$ cat config.mk
export PLATFORM = sky130hd
export DESIGN_NAME = seq_pattern_gen_flat
export DESIGN_NICKNAME = d
export VERILOG_FILES = /design/src/rtl/seq_pattern_gen_if.sv /design/src/rtl/seq_pattern_gen.sv /design/src/flat_wrapper.sv
export SDC_FILE = /design/constraint.sdc
export NUM_CORES = 1
export LEC_CHECK = 0
export CAP_MARGIN = 20
export CELL_PAD_IN_SITES_DETAIL_PLACEMENT = 1
export CELL_PAD_IN_SITES_GLOBAL_PLACEMENT = 2
export CORE_UTILIZATION = 35
export DETAILED_ROUTE_END_ITERATION = 8
export GPL_TIMING_DRIVEN = 0
export PLACE_DENSITY_LB_ADDON = 0.1
export SETUP_SLACK_MARGIN = 0.1
export SYNTH_ARGS = -nofsm -noshare
export SYNTH_HDL_FRONTEND = slang
export SYNTH_SLANG_ARGS = --single-unit
$ cat constraint.sdc
create_clock -name clk -period 4.37 [get_ports clk]
set_clock_uncertainty 0.15 [all_clocks]
set_input_delay 0.6555 -clock clk [delete_from_list [all_inputs] [get_ports clk]]
set_output_delay 0.6555 -clock clk [all_outputs]
set_load 0.005 [all_outputs]
$ cat src/rtl/seq_pattern_gen_if.sv
// Handshake/data bundle between a pattern-generator controller and seq_pattern_gen.
// master drives the frame request; slave returns the serial stream and status.
interface seq_pattern_gen_if #(
    parameter int PAT_W = 3,
    parameter int CNT_W = 4
);
    // start is a level sampled only while the generator is idle; there is no ready,
    // so a start seen while busy is dropped rather than held or queued.
    logic             start;
    logic             abort;
    logic [PAT_W-1:0] pattern;
    logic [CNT_W-1:0] rep_cnt;
    logic             seq_out;
    logic             seq_valid;
    logic             busy;
    logic             done;

    modport master (
        output start, abort, pattern, rep_cnt,
        input  seq_out, seq_valid, busy, done
    );

    modport slave (
        input  start, abort, pattern, rep_cnt,
        output seq_out, seq_valid, busy, done
    );
endinterface

$ cat src/rtl/seq_pattern_gen.sv
// Serial pattern transmitter: sends a latched pattern MSB-first, repeated, with optional idle gaps.
// Define SEQ_GEN_PARITY_EN to append an even-parity bit after every repetition.
module seq_pattern_gen #(
    parameter int PAT_W   = 3,
    parameter int CNT_W   = 4,
    parameter int GAP_CYC = 0
) (
    input  logic               clk,
    input  logic               rst_n,
    seq_pattern_gen_if.slave   bus,
    output logic [1:0]         state_dbg
);
    localparam logic [1:0] S_IDLE = 2'd0;
    localparam logic [1:0] S_SEND = 2'd1;
    localparam logic [1:0] S_GAP  = 2'd2;
    localparam logic [1:0] S_DONE = 2'd3;

`ifdef SEQ_GEN_PARITY_EN
    localparam int REP_LEN = PAT_W + 1;
`else
    localparam int REP_LEN = PAT_W;
`endif
    localparam int BIT_W = $clog2(REP_LEN);
    localparam int GAP_W = (GAP_CYC > 1) ? $clog2(GAP_CYC) : 1;
    localparam logic [BIT_W-1:0] BIT_LAST = BIT_W'(REP_LEN - 1);
    localparam logic [GAP_W-1:0] GAP_LAST = GAP_W'((GAP_CYC > 0) ? GAP_CYC - 1 : 0);
    localparam logic [CNT_W-1:0] REP_ONE  = CNT_W'(1);

    logic [1:0]       state;
    logic [PAT_W-1:0] pat_q;
    logic [PAT_W-1:0] shreg;
    logic [BIT_W-1:0] bit_cnt;
    logic [GAP_W-1:0] gap_cnt;
    logic [CNT_W-1:0] rep_q;
    logic             seq_out_q;
    logic             seq_valid_q;
    logic             busy_q;
    logic             done_q;

    assign bus.seq_out   = seq_out_q;
    assign bus.seq_valid = seq_valid_q;
    assign bus.busy      = busy_q;
    assign bus.done      = done_q;
    assign state_dbg     = state;

    // Outputs are computed together with the next state so each is a plain flop.
    always_ff @(posedge clk or negedge rst_n) begin
        if (!rst_n) begin
            state       <= S_IDLE;
            pat_q       <= '0;
            shreg       <= '0;
            bit_cnt     <= '0;
            gap_cnt     <= '0;
            rep_q       <= '0;
            seq_out_q   <= 1'b0;
            seq_valid_q <= 1'b0;
            busy_q      <= 1'b0;
            done_q      <= 1'b0;
        end else if (state != S_IDLE && bus.abort) begin
            state       <= S_IDLE;
            seq_out_q   <= 1'b0;
            seq_valid_q <= 1'b0;
            busy_q      <= 1'b0;
            done_q      <= 1'b0;
        end else begin
            case (state)
                S_IDLE: begin
                    done_q <= 1'b0;
                    if (bus.start) begin
                        state       <= S_SEND;
                        pat_q       <= bus.pattern;
                        shreg       <= bus.pattern;
                        bit_cnt     <= '0;
                        rep_q       <= (bus.rep_cnt == '0) ? REP_ONE : bus.rep_cnt;
                        seq_out_q   <= bus.pattern[PAT_W-1];
                        seq_valid_q <= 1'b1;
                        busy_q      <= 1'b1;
                    end
                end
                S_SEND: begin
                    if (bit_cnt != BIT_LAST) begin
                        bit_cnt <= bit_cnt + 1'b1;
                        shreg   <= {shreg[PAT_W-2:0], 1'b0};
`ifdef SEQ_GEN_PARITY_EN
                        if (bit_cnt == BIT_W'(PAT_W - 1)) seq_out_q <= ^pat_q;
                        else                              seq_out_q <= shreg[PAT_W-2];
`else
                        seq_out_q <= shreg[PAT_W-2];
`endif
                    end else if (rep_q > REP_ONE) begin
                        rep_q <= rep_q - 1'b1;
                        if (GAP_CYC > 0) begin
                            state       <= S_GAP;
                            gap_cnt     <= '0;
                            seq_out_q   <= 1'b0;
                            seq_valid_q <= 1'b0;
                        end else begin
                            shreg     <= pat_q;
                            bit_cnt   <= '0;
                            seq_out_q <= pat_q[PAT_W-1];
                        end
                    end else begin
                        state       <= S_DONE;
                        seq_out_q   <= 1'b0;
                        seq_valid_q <= 1'b0;
                        done_q      <= 1'b1;
                    end
                end
                S_GAP: begin
                    if (gap_cnt == GAP_LAST) begin
                        state       <= S_SEND;
                        shreg       <= pat_q;
                        bit_cnt     <= '0;
                        seq_out_q   <= pat_q[PAT_W-1];
                        seq_valid_q <= 1'b1;
                    end else begin
                        gap_cnt <= gap_cnt + 1'b1;
                    end
                end
                S_DONE: begin
                    state  <= S_IDLE;
                    busy_q <= 1'b0;
                    done_q <= 1'b0;
                end
                default: begin
                    state       <= S_IDLE;
                    seq_out_q   <= 1'b0;
                    seq_valid_q <= 1'b0;
                    busy_q      <= 1'b0;
                    done_q      <= 1'b0;
                end
            endcase
        end
    end
endmodule

$ cat src/flat_wrapper.sv
// flat-port wrapper written by rule: the top's interface ports become plain ports
module seq_pattern_gen_flat 
#(
    parameter int PAT_W   = 3,
    parameter int CNT_W   = 4,
    parameter int GAP_CYC = 0
)
  (clk, rst_n, state_dbg, bus_start, bus_abort, bus_pattern, bus_rep_cnt, bus_seq_out, bus_seq_valid, bus_busy, bus_done);
  seq_pattern_gen_if #(.PAT_W(PAT_W), .CNT_W(CNT_W)) bus_i ();
  input  logic clk;
  input  logic rst_n;
  output logic [1:0] state_dbg;
  input wire logic [$bits(bus_i.start)-1:0] bus_start;
  input wire logic [$bits(bus_i.abort)-1:0] bus_abort;
  input wire logic [$bits(bus_i.pattern)-1:0] bus_pattern;
  input wire logic [$bits(bus_i.rep_cnt)-1:0] bus_rep_cnt;
  output wire logic [$bits(bus_i.seq_out)-1:0] bus_seq_out;
  output wire logic [$bits(bus_i.seq_valid)-1:0] bus_seq_valid;
  output wire logic [$bits(bus_i.busy)-1:0] bus_busy;
  output wire logic [$bits(bus_i.done)-1:0] bus_done;
  assign bus_i.start = bus_start;
  assign bus_i.abort = bus_abort;
  assign bus_i.pattern = bus_pattern;
  assign bus_i.rep_cnt = bus_rep_cnt;
  assign bus_seq_out = bus_i.seq_out;
  assign bus_seq_valid = bus_i.seq_valid;
  assign bus_busy = bus_i.busy;
  assign bus_done = bus_i.done;
  seq_pattern_gen #(.PAT_W(PAT_W), .CNT_W(CNT_W), .GAP_CYC(GAP_CYC)) u_core (.clk(clk), .rst_n(rst_n), .bus(bus_i), .state_dbg(state_dbg));
endmodule
Yosys cells after proc, flatten, opt, wreduce, memory -nomap -nowiden --
Cells that the tools add are included.
Word-level totals: bits in registers 18, bits in latches 0, RAM bits 0, ROM bits 0, input port bits 11, logic and storage cells 87, memories kept 0
Cells by class: add/sub/neg operators 3, multiply operators 0, divide/modulo/power cells 0, order comparisons 1, equal/unequal tests 13, shift-type cells 0, multiplexer cells 40, bitwise gates (word level) 1, reductions and logical operators 19
Operators with widths (number):
- $mux W2 | 13
- $mux W4 | 4
- $mux W1 | 15
- $reduce_and A5 Y1 | 3
- $pmux W2 S3 | 2
- $ne A3 B2 Y1 const B | 3
- $reduce_and A3 Y1 | 3
- $reduce_bool A3 Y1 | 3
- $ne A2 B2 Y1 const B | 4
- $pmux W2 S4 | 1
- $pmux W4 S2 | 1
- $pmux W1 S3 | 2
- $eq A2 B2 Y1 const B | 2
- $gt A4 B1 Y1 const B | 1
- $logic_not A4 Y1 | 1
- $pmux W1 S2 | 2
- $reduce_and A2 Y1 | 2
- $reduce_and A4 Y1 | 1
- $reduce_bool A2 Y1 | 2
- $reduce_bool A4 Y1 | 1
- $sub A4 B1 Y4 const B | 1
- $ne A3 B1 Y1 const B | 1
- $ne A3 B3 Y1 const B | 1
- $add A2 B1 Y2 const B | 1
- 7 further kinds | 7

Depth between registers and ports, before layout --
word-level depth 5, depth in mapped cells 7, mapped depth without buffers 6

Worst setup path before layout --
Ideal clock, no wire load.
kind register -> register, start point register u_core.state[0] (netlist: u_core.state_dbg[0]), end point register u_core.shreg[0], setup time 125 ps, arrival time 1678 ps, required time 4095 ps, slack 2417 ps, cell stages (with the launch flop) 7, path buffers 0, period minus slack after synthesis 1953 ps, cell sequence dfrtp_1 -> inv_1 -> ha_1 -> or2_2 -> a21oi_4 -> o21ai_2 -> mux2_4
On the way: word-level cells in the longest chain between the ends 4, elaborated cells on any way between the ends 12, those cells by class eq/ne (5); mux (1); bitwise (1); reduce/logical (5)
Ends and longest elaborated chain:
- start: declaration | line seq_pattern_gen.sv:29 | logic [1:0] state;
- start signal: assignment | line seq_pattern_gen.sv:49 | state <= S_IDLE;
- start signal: assignment | line seq_pattern_gen.sv:60 | state <= S_IDLE;
- start signal: assignment | line seq_pattern_gen.sv:70 | state <= S_SEND;
- parallel branches: the longest is 4 deep, another holds $reduce_and A5 Y1
- end signal: assignment | line seq_pattern_gen.sv:72 | shreg <= bus.pattern;
- end signal: assignment | line seq_pattern_gen.sv:83 | shreg <= {shreg[PAT_W-2:0], 1'b0};
- end signal: assignment | line seq_pattern_gen.sv:98 | shreg <= pat_q;
- end: declaration | line seq_pattern_gen.sv:31 | logic [PAT_W-1:0] shreg;
Several ways; the timed one is not identified. A chain may end at the register's enable or synchronous reset.

Worst setup path after layout --
Ends and elaborated chain as after synthesis.

==> summary.md <==
| Metric | Value |
|---|---|
| Post-Syn Area | `0.00115 mm²` |
| Via count | `1,007` |
| Post-layout nets | `163` |
| Prevailing post-synth register cell | `dfrtp_1` |
| Met3 wire length | `77 µm` |
| Tot Pwr | `0.966 mW` |
| Core area | `0.00308 mm²` |
| Fin Hold WS | `0.344 ns` |
| Fmax | `0.466 GHz` |
| Commonest cells in the netlist | `dfrtp_1 (17), nand2_1 (16), o21ai_0 (13)` |
| Fin. max-slew vios | `0` |
| Hold Path Class | `reg2reg` |
| Remaining Overflow, GRT | `0` |
| Max clock buf depth | `2` |
| Clock Pin Slew Worst Setup and Hold Paths | `0.11 ns` |
| Drt drc | `0` |
| Num Clock Sinks | `17` |
| Htree depth | `1` |
| Yosys top cell area share | `37.1%` |
| Setup TNS | `0 ns` |
| Clock latency on the worst-skew pair | `0.30 ns` |
| Pwr Density | `695 mW/mm²` |
| Die Span Y | `59.3 µm` |
| Final hold violations | `0` |
| Syn avg cell area | `9.18 µm²` |
| CP Max Fanout | `9` |
| Rows | `20` |
| Ys async rst share | `100%` |
| Fraction of power consumed by combinational cells | `60.2%` |
| Fin crit share | `49.1%` |
| Final min period | `2.15 ns` |
| RSZ-0062 raised after global routing | `false` |
| Fillers | `around 360` |
| Top-Level Pins | `17` |
| Initial antenna violation count | `0` |
| Cell-internal power | `0.531 mW` |
| P&R area growth vs syn | `21.0%` |
| Crit path required time | `4.42 ns` |
| Quantity of hold-fixing buffers added after cts | `0` |
| WL/cell | `15.8 µm` |
| Post-CTS setup buffer count | `0` |
| Synth area leader | `dfrtp_1` |
| Highest metal used | `met4` |
| Antenna Cells | `0` |
| CTS tree | `done` |
| Synth Instances | `125` |
| Critical Path Source Type | `flip-flop` |
| Final core area utilization | `45.1%` |
| Critical Path Max Stage Delay | `0.46 ns` |
| Critical-path cell list | `inv_1 > ha_1 > nand2_1 > a21oi_4 > o21ai_2 > mux2_4` |
| Vias in the first global route | `998` |
| Chip width | `59.3 µm` |
| Sw Ratio | `around 45%` |
| Iter 0 DRT Violations | `32` |
| Share of layout cells above drive strength 1 | `11.7%` |
| Outcome | `finished, final reports clean` |
| Slew of the pin with the lowest slew margin | `around 0.83 ns` |
| Largest cells by area after synthesis | `dfrtp_1 (37%), ha_1 (6.5%), o21ai_0 (5.7%)` |
| Total GRT Usage | `19.2%` |
| First-pass GRT wire length | `approximately 5000 µm` |
| Peak supply drop | `261 µV` |
| Leakage | `0.625 nW` |
| Metal2 WL | `1450 µm` |
| Starting density of the core | `37.3%` |
| Final ANT Viol Nets | `0` |
| Slew HR | `44.7%` |
| Synthesis Warnings | `0` |
| Largest net degree at the start of global routing | `18` |
| WL final | `around 3000 µm` |
| Global placer's final weighted congestion | `0.787` |
| Worst path slowest cell | `dfrtp_1` |
| HPWL after DPL | `2270 µm` |
| Setup CP Type | `reg2reg` |
| Max cap viols | `0` |
| Setup slack after layout | `2.22 ns` |
| FF-to-FF setup slack | `2.22 ns` |
| Total CTS buffers | `3` |
| M1 wire length | `1440 µm` |
| Seq/Total Area, Yosys | `37.1%` |
| P_sw | `0.435 mW` |
| Worst Path Arrival | `2.19 ns` |
| Clock Power Share | `9.4%` |
| Port Buffers | `16` |
| Vias/cell | `5.33` |
| Count leader, synth | `dfrtp_1` |
| Die area | `0.00351 mm²` |
| Post-synthesis register bit count | `17` |
| Critical Path Sink Type | `flip-flop` |
| Syn nets | `142` |
| Number of synthesized flops with an enable pin | `0` |
| Proportion of power drawn by flip-flops and latches | `30.4%` |
| TritonRoute pass-1 iters | `6` |
| Root Buffer | `clkbuf_4` |
| Resize count post-CTS | `0` |
| Final Setup Violations | `0` |
| Cell variety after synth | `39` |
| Dpl ws | `1.93 ns` |
final timing paths:
check	to	startpoint	depth (start not counted)
min in group asynchronous	u_core.rep_q[3]	rst_n	1
hold reg to reg	u_core.bus.seq_out	u_core.bus.seq_out	2
setup / recovery	u_core.shreg[0]	u_core.state_dbg[0]	6
max in group asynchronous	u_core.shreg[1]	rst_n	1
setup reg to reg	u_core.shreg[0]	u_core.state_dbg[0]	6
hold / removal	u_core.bus.seq_out	u_core.bus.seq_out	2
placed cells by master, fill, tap and decap left out, types with 2 or more instances in the layout:
cell type,synthesis,routed
a21o_1,2,2
a21oi_1,7,7
and3b_1,2,2
buf_2,3,3
clkbuf_1,1,2
clkbuf_4,0,3
clkdlybuf4s50_1,0,16
dfrtp_1,17,17
ha_1,6,6
inv_1,7,7
mux2_2,3,3
mux2i_1,4,4
nand2_1,16,16
nand2b_1,4,4
nor2_1,7,7
nor2b_1,3,3
nor3_1,2,2
o211ai_1,4,4
o21ai_0,13,13
o31ai_1,2,2
or2_4,2,2
power by group through the flow:
stage | Combinational, mW | Sequential, mW | Clock (mW)
final | 0.582 | 0.293 | 0.0907
after global routing | 0.653 | 0.308 | 0.0993
after CTS | 0.588 | 0.294 | 0.0945
after detailed placement | 0.584 | 0.298 | 0
after global placement | 0.571 | 0.295 | 0
after floorplan | 0.408 | 0.285 | 0
stage by stage:
stage | cell area, µm² | std cells
after floorplan | 1150 | 125
after global placement | 1360 | 185
after detailed placement | 1360 | 185
after CTS | 1390 | 189
after global routing | 1390 | 189
final | 1390 | 189
cell families (layout without fill, tap and decap cells):
kind of cell,Yosys count,count (layout),share of synthesized area (%)
AOI/OAI and AO/OA,40,40,25.0
adders and majority gates,6,6,6.54
buffers and inverters,11,31,3.93
DFF,17,17,37.1
muxes,8,8,7.74
and+or+nand+nor,43,43,19.7
state kept, by name (all words and copies together) (netlist names):
signal                flops
u_core.shreg              2
u_core.rep_q              4
u_core.bit_cnt            2
u_core.bus.seq_out        1
u_core.pat_q              3
u_core.bus.busy           1
u_core.bus.seq_valid      1
u_core.state_dbg          2
u_core.bus.done           1
routing by layer:
| layer | GRT usage, % | up-vias |
|---|---|---|
| li1 | - | 489 |
| met1 | 25.9 | 502 |
| met2 | 32.6 | 14 |
| met3 | 1.97 | 2 |
| met4 | 5.10 | 0 |
| met5 | 0 | - |
critical path: cells and delay by family (launching register included):
| kind | cells | cell delay, ns |
|---|---|---|
| flops | 1 | 0.46 |
| mux | 1 | 0.31 |
| buf+inv | 1 | 0.12 |
| compound gates | 2 | 0.39 |
| simple gates | 1 | 0.31 |
| fa+ha+maj | 1 | 0.30 |
area by class of cell:
cell class                 instances  area, µm²  share of cell area, %
sequential                        17        425                   30.6
inverter                           7       26.3                   1.89
timing repair buffer              16        160                   11.5
multi-input combinational         97        677                   48.7
tap                               44       55.1                   3.96
buffer                             4       18.8                   1.35
clock buffer                       4       26.3                   1.89
No activity file was read; power rests on OpenSTA's default activity.
